<file path="config.mk">
export PLATFORM = sky130hd
export DESIGN_NAME = anchor_io_sequencer_flat
export DESIGN_NICKNAME = d
export VERILOG_FILES = /design/src/rtl/edge_io_pkg.sv /design/src/rtl/anchor_io_sequencer_if.sv /design/src/rtl/strip_addr_gen.sv /design/src/rtl/anchor_io_sequencer.sv /design/src/flat_wrapper.sv
export SDC_FILE = /design/constraint.sdc
export NUM_CORES = 2
export LEC_CHECK = 0
export ABC_AREA = 1
export BUFFER_PORTS_ARGS = -buffer_cell sky130_fd_sc_hd__buf_2
export CORE_ASPECT_RATIO = 1.2
export CORE_MARGIN = 2
export CORE_UTILIZATION = 50
export CTS_CLUSTER_DIAMETER = 120
export DETAILED_ROUTE_END_ITERATION = 12
export GPL_ROUTABILITY_DRIVEN = 0
export PLACE_DENSITY_LB_ADDON = 0.2
export REMOVE_ABC_BUFFERS = 1
export SLEW_MARGIN = 20
export SYNTH_ARGS = -nofsm -noshare
export SYNTH_HDL_FRONTEND = slang
export SYNTH_SLANG_ARGS = --single-unit
</file>
<file path="constraint.sdc">
create_clock -name clk -period 11.2 [get_ports clk]
set_clock_uncertainty 0.15 [all_clocks]
set_input_delay 1.68 -clock clk [delete_from_list [all_inputs] [get_ports clk]]
set_output_delay 1.68 -clock clk [all_outputs]
set_load 0.02 [all_outputs]
</file>
<file path="src/rtl/edge_io_pkg.sv">
// edge_io_pkg: shared pixel width, sequencer state encoding and default SRAM base addresses
package edge_io_pkg;
   localparam int PIXEL_W = 8;
   localparam logic [31:0] RD_BASE_DEF = 32'h0000_0000;
   localparam logic [31:0] WR_BASE_DEF = 32'h0010_0000;
   typedef enum logic [2:0] {IDLE, SETUP, READ, WRITE, HOLD} anchor_io_state_t;
endpackage

</file>
<file path="src/rtl/anchor_io_sequencer_if.sv">
// anchor_io_sequencer_if: SRAM request/response bus between the sequencer (master) and memory (slave)
interface anchor_io_sequencer_if;
   logic [31:0] mem_addr;
   logic mem_read;
   logic mem_write;
   logic [edge_io_pkg::PIXEL_W-1:0] mem_wdata;
   logic [edge_io_pkg::PIXEL_W-1:0] mem_rdata;
   logic mem_ack;
   modport master(output mem_addr, mem_read, mem_write, mem_wdata, input mem_rdata, mem_ack);
   modport slave(input mem_addr, mem_read, mem_write, mem_wdata, output mem_rdata, mem_ack);
endinterface

</file>
<file path="src/rtl/strip_addr_gen.sv">
// strip_addr_gen: base + row*stride + col, 32-bit truncating
module strip_addr_gen (
   input  logic [31:0] base,
   input  logic [31:0] row,
   input  logic [31:0] stride,
   input  logic [31:0] col,
   output logic [31:0] addr
);
   assign addr = base + row * stride + col;
endmodule

</file>
<file path="src/rtl/anchor_io_sequencer.sv">
// anchor_io_sequencer: fetches a column strip at the anchor and writes back the lagging result strip.
// ANCHOR_IO_EDGE_REPLICATE_EN: rows below the image copy the previous pixel instead of zero-filling.
module anchor_io_sequencer
   import edge_io_pkg::*;
#(
   parameter int STRIP_H = 20,
   parameter int WR_H = 10,
   parameter int WR_ROW_OFF = 5,
   parameter int X_LAG = 5,
   parameter logic [31:0] RD_BASE = RD_BASE_DEF,
   parameter logic [31:0] WR_BASE = WR_BASE_DEF
) (
   input  logic clk,
   input  logic n_rst,
   input  logic read_enable,
   input  logic write_enable,
   input  logic anchor_moving,
   input  logic [31:0] anchor_x,
   input  logic [31:0] anchor_y,
   input  logic [31:0] img_width,
   input  logic [31:0] img_height,
   input  logic [PIXEL_W*WR_H-1:0] wr_data,
   anchor_io_sequencer_if.master mem,
   output logic [PIXEL_W*STRIP_H-1:0] col_data,
   output logic col_valid,
   output logic io_final
);
   localparam int SW = PIXEL_W * STRIP_H;
   localparam logic [2:0] S_IDLE = IDLE;
   localparam logic [2:0] S_SETUP = SETUP;
   localparam logic [2:0] S_READ = READ;
   localparam logic [2:0] S_WRITE = WRITE;
   localparam logic [2:0] S_HOLD = HOLD;
   localparam logic [SW-1:0] PIX_MASK = {{(SW-PIXEL_W){1'b0}}, {PIXEL_W{1'b1}}};
   logic [2:0] state_q, state_d;
   logic [31:0] k_q, k_d, ax_q, ax_d, ay_q, ay_d;
   logic col_ok_q, col_ok_d, wr_ok_q, wr_ok_d, col_valid_q, col_valid_d;
   logic [PIXEL_W*WR_H-1:0] wbuf_q, wbuf_d;
   logic [SW-1:0] pix_q, pix_d, col_q, col_d, pix_upd;
   logic [31:0] rd_row, wr_row, wr_col, sh, addr;
   logic rd_req, wr_req, done, wr_st, last;
   logic [PIXEL_W-1:0] fill, pix_new;
   assign wr_st = state_q == S_WRITE;
   assign rd_row = ay_q + k_q;
   assign wr_row = ay_q + 32'(WR_ROW_OFF) + k_q;
   assign wr_col = ax_q - 32'(X_LAG);
   assign rd_req = state_q == S_READ && col_ok_q && rd_row < img_height;
   assign wr_req = wr_st && wr_row < img_height;
   assign done = !(rd_req || wr_req) || mem.mem_ack;
   assign last = k_q == (wr_st ? 32'(WR_H - 1) : 32'(STRIP_H - 1));
   assign sh = k_q * PIXEL_W;
   strip_addr_gen u_addr (
      .base  (wr_st ? WR_BASE : RD_BASE),
      .row   (wr_st ? wr_row : rd_row),
      .stride(img_width),
      .col   (wr_st ? wr_col : ax_q),
      .addr  (addr)
   );
   assign mem.mem_addr = (rd_req || wr_req) ? addr : '0;
   assign mem.mem_read = rd_req;
   assign mem.mem_write = wr_req;
   assign mem.mem_wdata = wr_req ? PIXEL_W'(wbuf_q >> sh) : '0;
`ifdef ANCHOR_IO_EDGE_REPLICATE_EN
   assign fill = (col_ok_q && k_q != 0) ? PIXEL_W'(pix_q >> (sh - PIXEL_W)) : '0;
`else
   assign fill = '0;
`endif
   assign pix_new = rd_req ? mem.mem_rdata : fill;
   assign pix_upd = (pix_q & ~(PIX_MASK << sh)) | (SW'(pix_new) << sh);
   assign col_data = col_q;
   assign col_valid = col_valid_q;
   assign io_final = state_q == S_HOLD;
   always_comb begin
      state_d = state_q;
      k_d = k_q;
      ax_d = ax_q;
      ay_d = ay_q;
      col_ok_d = col_ok_q;
      wr_ok_d = wr_ok_q;
      wbuf_d = wbuf_q;
      pix_d = pix_q;
      col_d = col_q;
      col_valid_d = 1'b0;
      case (state_q)
         S_IDLE: state_d = read_enable ? S_SETUP : S_IDLE;
         S_SETUP: begin
            ax_d = anchor_x;
            ay_d = anchor_y;
            wbuf_d = wr_data;
            col_ok_d = anchor_x < img_width;
            wr_ok_d = anchor_x >= 32'(X_LAG) && anchor_x - 32'(X_LAG) < img_width;
            k_d = '0;
            state_d = S_READ;
         end
         S_READ: if (done) begin
            pix_d = pix_upd;
            k_d = last ? '0 : k_q + 1;
            if (!read_enable) state_d = S_IDLE;
            else if (last) begin
               col_d = pix_upd;
               col_valid_d = 1'b1;
               state_d = (write_enable && wr_ok_q) ? S_WRITE : S_HOLD;
            end
         end
         S_WRITE: if (done) begin
            k_d = k_q + 1;
            state_d = !read_enable ? S_IDLE : last ? S_HOLD : S_WRITE;
         end
         S_HOLD: state_d = !read_enable ? S_IDLE : anchor_moving ? S_SETUP : S_HOLD;
         default: state_d = S_IDLE;
      endcase
   end
   always_ff @(posedge clk or negedge n_rst) begin
      if (!n_rst) begin
         state_q <= S_IDLE;
         k_q <= '0;
         ax_q <= '0;
         ay_q <= '0;
         col_ok_q <= 1'b0;
         wr_ok_q <= 1'b0;
         wbuf_q <= '0;
         pix_q <= '0;
         col_q <= '0;
         col_valid_q <= 1'b0;
      end else begin
         state_q <= state_d;
         k_q <= k_d;
         ax_q <= ax_d;
         ay_q <= ay_d;
         col_ok_q <= col_ok_d;
         wr_ok_q <= wr_ok_d;
         wbuf_q <= wbuf_d;
         pix_q <= pix_d;
         col_q <= col_d;
         col_valid_q <= col_valid_d;
      end
   end
endmodule
</file>
<file path="src/flat_wrapper.sv">
// flat-port wrapper written by rule: the top's interface ports become plain ports
module anchor_io_sequencer_flat import edge_io_pkg::*;
#(
   parameter int STRIP_H = 20,
   parameter int WR_H = 10,
   parameter int WR_ROW_OFF = 5,
   parameter int X_LAG = 5,
   parameter logic [31:0] RD_BASE = RD_BASE_DEF,
   parameter logic [31:0] WR_BASE = WR_BASE_DEF
)
  (clk, n_rst, read_enable, write_enable, anchor_moving, anchor_x, anchor_y, img_width, img_height, wr_data, col_data, col_valid, io_final, mem_mem_addr, mem_mem_read, mem_mem_write, mem_mem_wdata, mem_mem_rdata, mem_mem_ack);
  anchor_io_sequencer_if mem_i ();
  input  logic clk;
  input  logic n_rst;
  input  logic read_enable;
  input  logic write_enable;
  input  logic anchor_moving;
  input  logic [31:0] anchor_x;
  input  logic [31:0] anchor_y;
  input  logic [31:0] img_width;
  input  logic [31:0] img_height;
  input  logic [PIXEL_W*WR_H-1:0] wr_data;
  output logic [PIXEL_W*STRIP_H-1:0] col_data;
  output logic col_valid;
  output logic io_final;
  output wire logic [$bits(mem_i.mem_addr)-1:0] mem_mem_addr;
  output wire logic [$bits(mem_i.mem_read)-1:0] mem_mem_read;
  output wire logic [$bits(mem_i.mem_write)-1:0] mem_mem_write;
  output wire logic [$bits(mem_i.mem_wdata)-1:0] mem_mem_wdata;
  input wire logic [$bits(mem_i.mem_rdata)-1:0] mem_mem_rdata;
  input wire logic [$bits(mem_i.mem_ack)-1:0] mem_mem_ack;
  assign mem_mem_addr = mem_i.mem_addr;
  assign mem_mem_read = mem_i.mem_read;
  assign mem_mem_write = mem_i.mem_write;
  assign mem_mem_wdata = mem_i.mem_wdata;
  assign mem_i.mem_rdata = mem_mem_rdata;
  assign mem_i.mem_ack = mem_mem_ack;
  anchor_io_sequencer #(.STRIP_H(STRIP_H), .WR_H(WR_H), .WR_ROW_OFF(WR_ROW_OFF), .X_LAG(X_LAG), .RD_BASE(RD_BASE), .WR_BASE(WR_BASE)) u_core (.clk(clk), .n_rst(n_rst), .read_enable(read_enable), .write_enable(write_enable), .anchor_moving(anchor_moving), .anchor_x(anchor_x), .anchor_y(anchor_y), .img_width(img_width), .img_height(img_height), .wr_data(wr_data), .mem(mem_i), .col_data(col_data), .col_valid(col_valid), .io_final(io_final));
endmodule
</file>
==> results.md <==
- CP endpoint kind: primary output
- Synthesized flop and latch total: 502
- Seq/Total Area, Yosys: 25.29%
- Final WL: 172,000 µm
- Levels on crit path: 36
- Final Non-Filler Cells: 8,409
- Row Count: 126
- Final nets: 8,124
- Final setup violation count: 0
- Slowest stage delay, CP: 0.58 ns
- Vias/cell: 5.484
- Reg2reg setup slack: 4.56 ns
- Placeable Area: 98,370 µm²
- Req. time, crit path: 9.37 ns
- WP data arrival: 9.24 ns
- I/O pin count: 426
- Clock slew at reported path FFs: 0.07 ns
- H-tree lvl count: 2
- Hold Crit Class: flop to flop
- Crit-path max FO: 8
- Worst flop-to-flop path endpoint: u_core.col_data[44]$_DFFE_PN0P_
- Mapped cell area: 49,680 µm²
- DRT Pass-1 Iters: 8
- Top FF cell, synth: dfrtp_1
- First-pass GRT wire length: 262,400 µm
- Reg2reg path depth: 31
- Async set-reset flop share out of synthesis: 100.0%
- Die width: 291.8 µm
- Final hold vios: 0
- Number of clock sinks: 502
- Synth-to-Final Area Change: 15.68%
- Area share of the largest cell type after synthesis: 25.29%
- Total Die Area: 101,900 µm²
- Number of synthesized flops with an enable pin: 0
- Setup crit end: mem_mem_addr[31]
- Top cells by area, synth: dfrtp_1, fa_1, nand2_1
- Wire per inst: 20.45 µm
- Clk buf depth: 3
- Post-synthesis instance total: 6,636
- Hold Path Depth: 2
- Final Slew Violations: 0
- Area leader, netlist: dfrtp_1
- Starting Density: 50.50%
- GRT Residual Overflow: 0
- Gr usage total: 33.52%
- Status: finished clean
- Slew @ Worst Pin: 1.119 ns
- Buffers added on ports: 425
- Max Cap Violations: 0
- Post-CTS Hold Buffers: 0
- Die Y: 349.3 µm
- Worst path top cell family by delay: adder cells
- Fmax: 0.09034 GHz
- Residual DRC count: 0
- Mean area per synthesized cell: 7.487 µm²
- Kind of start point of the critical path: flop
- Syn. warnings: 0
- Initial DRC count: 4,402
- Min cycle time layout: 11.07 ns
- Share of layout cells above drive strength 1: 15.79%
- Worst path buffer plus inverter count: 12
- Vias: 46,110
- Initial antenna violation count: 21
- Distinct cells, synth: 61
- Root Driver: clkbuf_16
- Antenna Nets Post-Route: 0
- Pin count of the biggest net entering global routing: 186
- Number of global-route vias before repair: 46,190
- Placed insts: 8,252
- CP max-delay cell: fa_2
- Max_slew headroom: 25.23%
- Most used cell, CP: inv_1
- Unrepaired setup endpoints after global routing: yes
- Worst skew pair latency: 0.63 ns
- Part of the cycle the worst path needs: 98.83%
- CP startpoint: u_core.k_q[9]$_DFFE_PN0P_
- CTS tree: built
- Reg-to-reg critical path startpoint: u_core.k_q[19]$_DFFE_PN0P_
- Placed wire-length estimate: 132,800 µm
- Inserted Clock Buffers: 50
- WS Path Type: flop to primary output
[state kept, by name, summed over array words and instances, names as in the netlist]
| register | flops |
|---|---|
| u_core.ax_q | 32 |
| u_core.ay_q | 32 |
| u_core.col_data | 160 |
| u_core.col_ok_q | 1 |
| u_core.col_valid | 1 |
| u_core.k_q | 32 |
| u_core.pix_q | 160 |
| u_core.state_q | 3 |
| u_core.wbuf_q | 80 |
| u_core.wr_ok_q | 1 |
[per-stage QoR]
stage / area (µm²) / setup TNS [ns] / hold WS (ns) / utilization [%] / worst slack (ns)
finish: 57470 / 0 / 0.3163 / 58.42 / 0.1311
global route: 57460 / -0.6544 / 0.3348 / 58.41 / -0.2043
CTS: 55840 / 0 / 0.3171 / 56.77 / 0.0006457
detailed placement: 53690 / 0 / 0.3016 / 54.58 / 0.1293
global placement: 53690 / 0 / 0.2964 / 54.58 / 0.2079
floorplan: 48730 / -396.12 / 0.2838 / - / -2.566
[cells in the final DEF, fill, tap and decap left out, types with 26 or more instances in the layout]
cell type     n
buf_4       186
o21ai_0     478
nand4_1      51
a21oi_1     126
xnor2_1      26
nand3_2      30
nor2_1      538
fa_2         45
inv_1      1239
clkbuf_16    50
nand2_1    1680
fa_1        424
o21ai_1      32
ha_1        306
nand3_1     205
nor2_2       34
dfrtp_1     491
xor2_1       68
nand2_2      68
nor3_1       62
buf_2       421
inv_2        56
mux2i_1     116
[repair_timing]
| action | in CTS | in global routing |
|---|---|---|
| pin swaps | 17 | 171 |
| hold endpoints to repair | 0 | 0 |
| setup buffers | 13 | 56 |
| setup endpoints to repair | 6 | 11 |
| gates resized for setup | 105 | 337 |
[per-layer routing]
metal / routed length [µm] / part of all wire (%) / global-route usage [%]
met4: 13180 / 7.7 / 21.07
met1: 63910 / 37 / 40.39
met5: 184 / 0.11 / 0
met2: 79380 / 46 / 55.25
met3: 15300 / 8.9 / 6.627
[layout make-up]
type,instances,area [µm²]
diodes,4,10.01
clock buffers,68,1439
clock inverters,17,226.5
fillers,9145,40900
inverters,1314,4964
multi-input cells,4585,32670
flip-flops and latches,502,12580
well taps,1280,1602
repair buffers,639,3986
[cell families (layout without fill, tap and decap cells)]
logic type | Yosys count | in the layout | synth area share (%)
AO/OA/AOI/OAI | 775 | 775 | 8.407
XOR/XNOR | 98 | 98 | 1.755
adder cells (fa/ha/maj) | 810 | 810 | 27.49
buffers and inverters | 1549 | 2038 | 11.84
flip-flops | 502 | 502 | 25.29
multiplexers | 117 | 117 | 2.360
other | 0 | 4 | 0
AND/OR/NAND/NOR | 2785 | 2785 | 22.87
[synthesized netlist by cell type, drive strengths merged (2+ instances only)]
cell type / count
nand3b: 9
xor2: 70
o221ai: 12
nand4: 53
o31ai: 2
buf: 48
nor3: 72
nor4: 21
a211oi: 6
a31oi: 8
nand3: 249
a21boi: 2
nor2: 590
inv: 1305
clkinv: 9
ha: 341
a21o: 7
o2111ai: 7
nor3b: 2
o21ai: 513
clkbuf: 187
o21a: 9
a21oi: 152
and2: 4
or2: 8
mux2i: 116
nand2: 1770
dfrtp: 502
xnor2: 27
a221oi: 3
and3: 4
o22ai: 6
fa: 469
o211ai: 19
or4: 2
o21bai: 25
[worst reg2reg max path, delay by kind of cell (launching register included)]
family,cells,cell delay (ns)
AND/OR/NAND/NOR,17,2.96
buffers and inverters,8,1.35
adder cells (fa/ha/maj),3,1.15
AO/OA/AOI/OAI,3,0.54
flip-flops,1,0.39
[worst min-delay path by stage]
stage | startpoint | to | slack [ns]
final | u_core.wbuf_q[50]$_DFFE_PN0P_ | u_core.wbuf_q[50]$_DFFE_PN0P_ | 0.32
after floorplan | u_core.wbuf_q[65]$_DFFE_PN0P_ | u_core.wbuf_q[65]$_DFFE_PN0P_ | 0.28
after global placement | u_core.wbuf_q[65]$_DFFE_PN0P_ | u_core.wbuf_q[65]$_DFFE_PN0P_ | 0.30
after CTS | u_core.wbuf_q[70]$_DFFE_PN0P_ | u_core.wbuf_q[70]$_DFFE_PN0P_ | 0.32
after global routing | u_core.wbuf_q[48]$_DFFE_PN0P_ | u_core.wbuf_q[48]$_DFFE_PN0P_ | 0.33
after detailed placement | u_core.wbuf_q[70]$_DFFE_PN0P_ | u_core.wbuf_q[70]$_DFFE_PN0P_ | 0.30
Power is not shown: default switching activity piles up to over one toggle a cycle in this logic, so the estimate is an artifact.
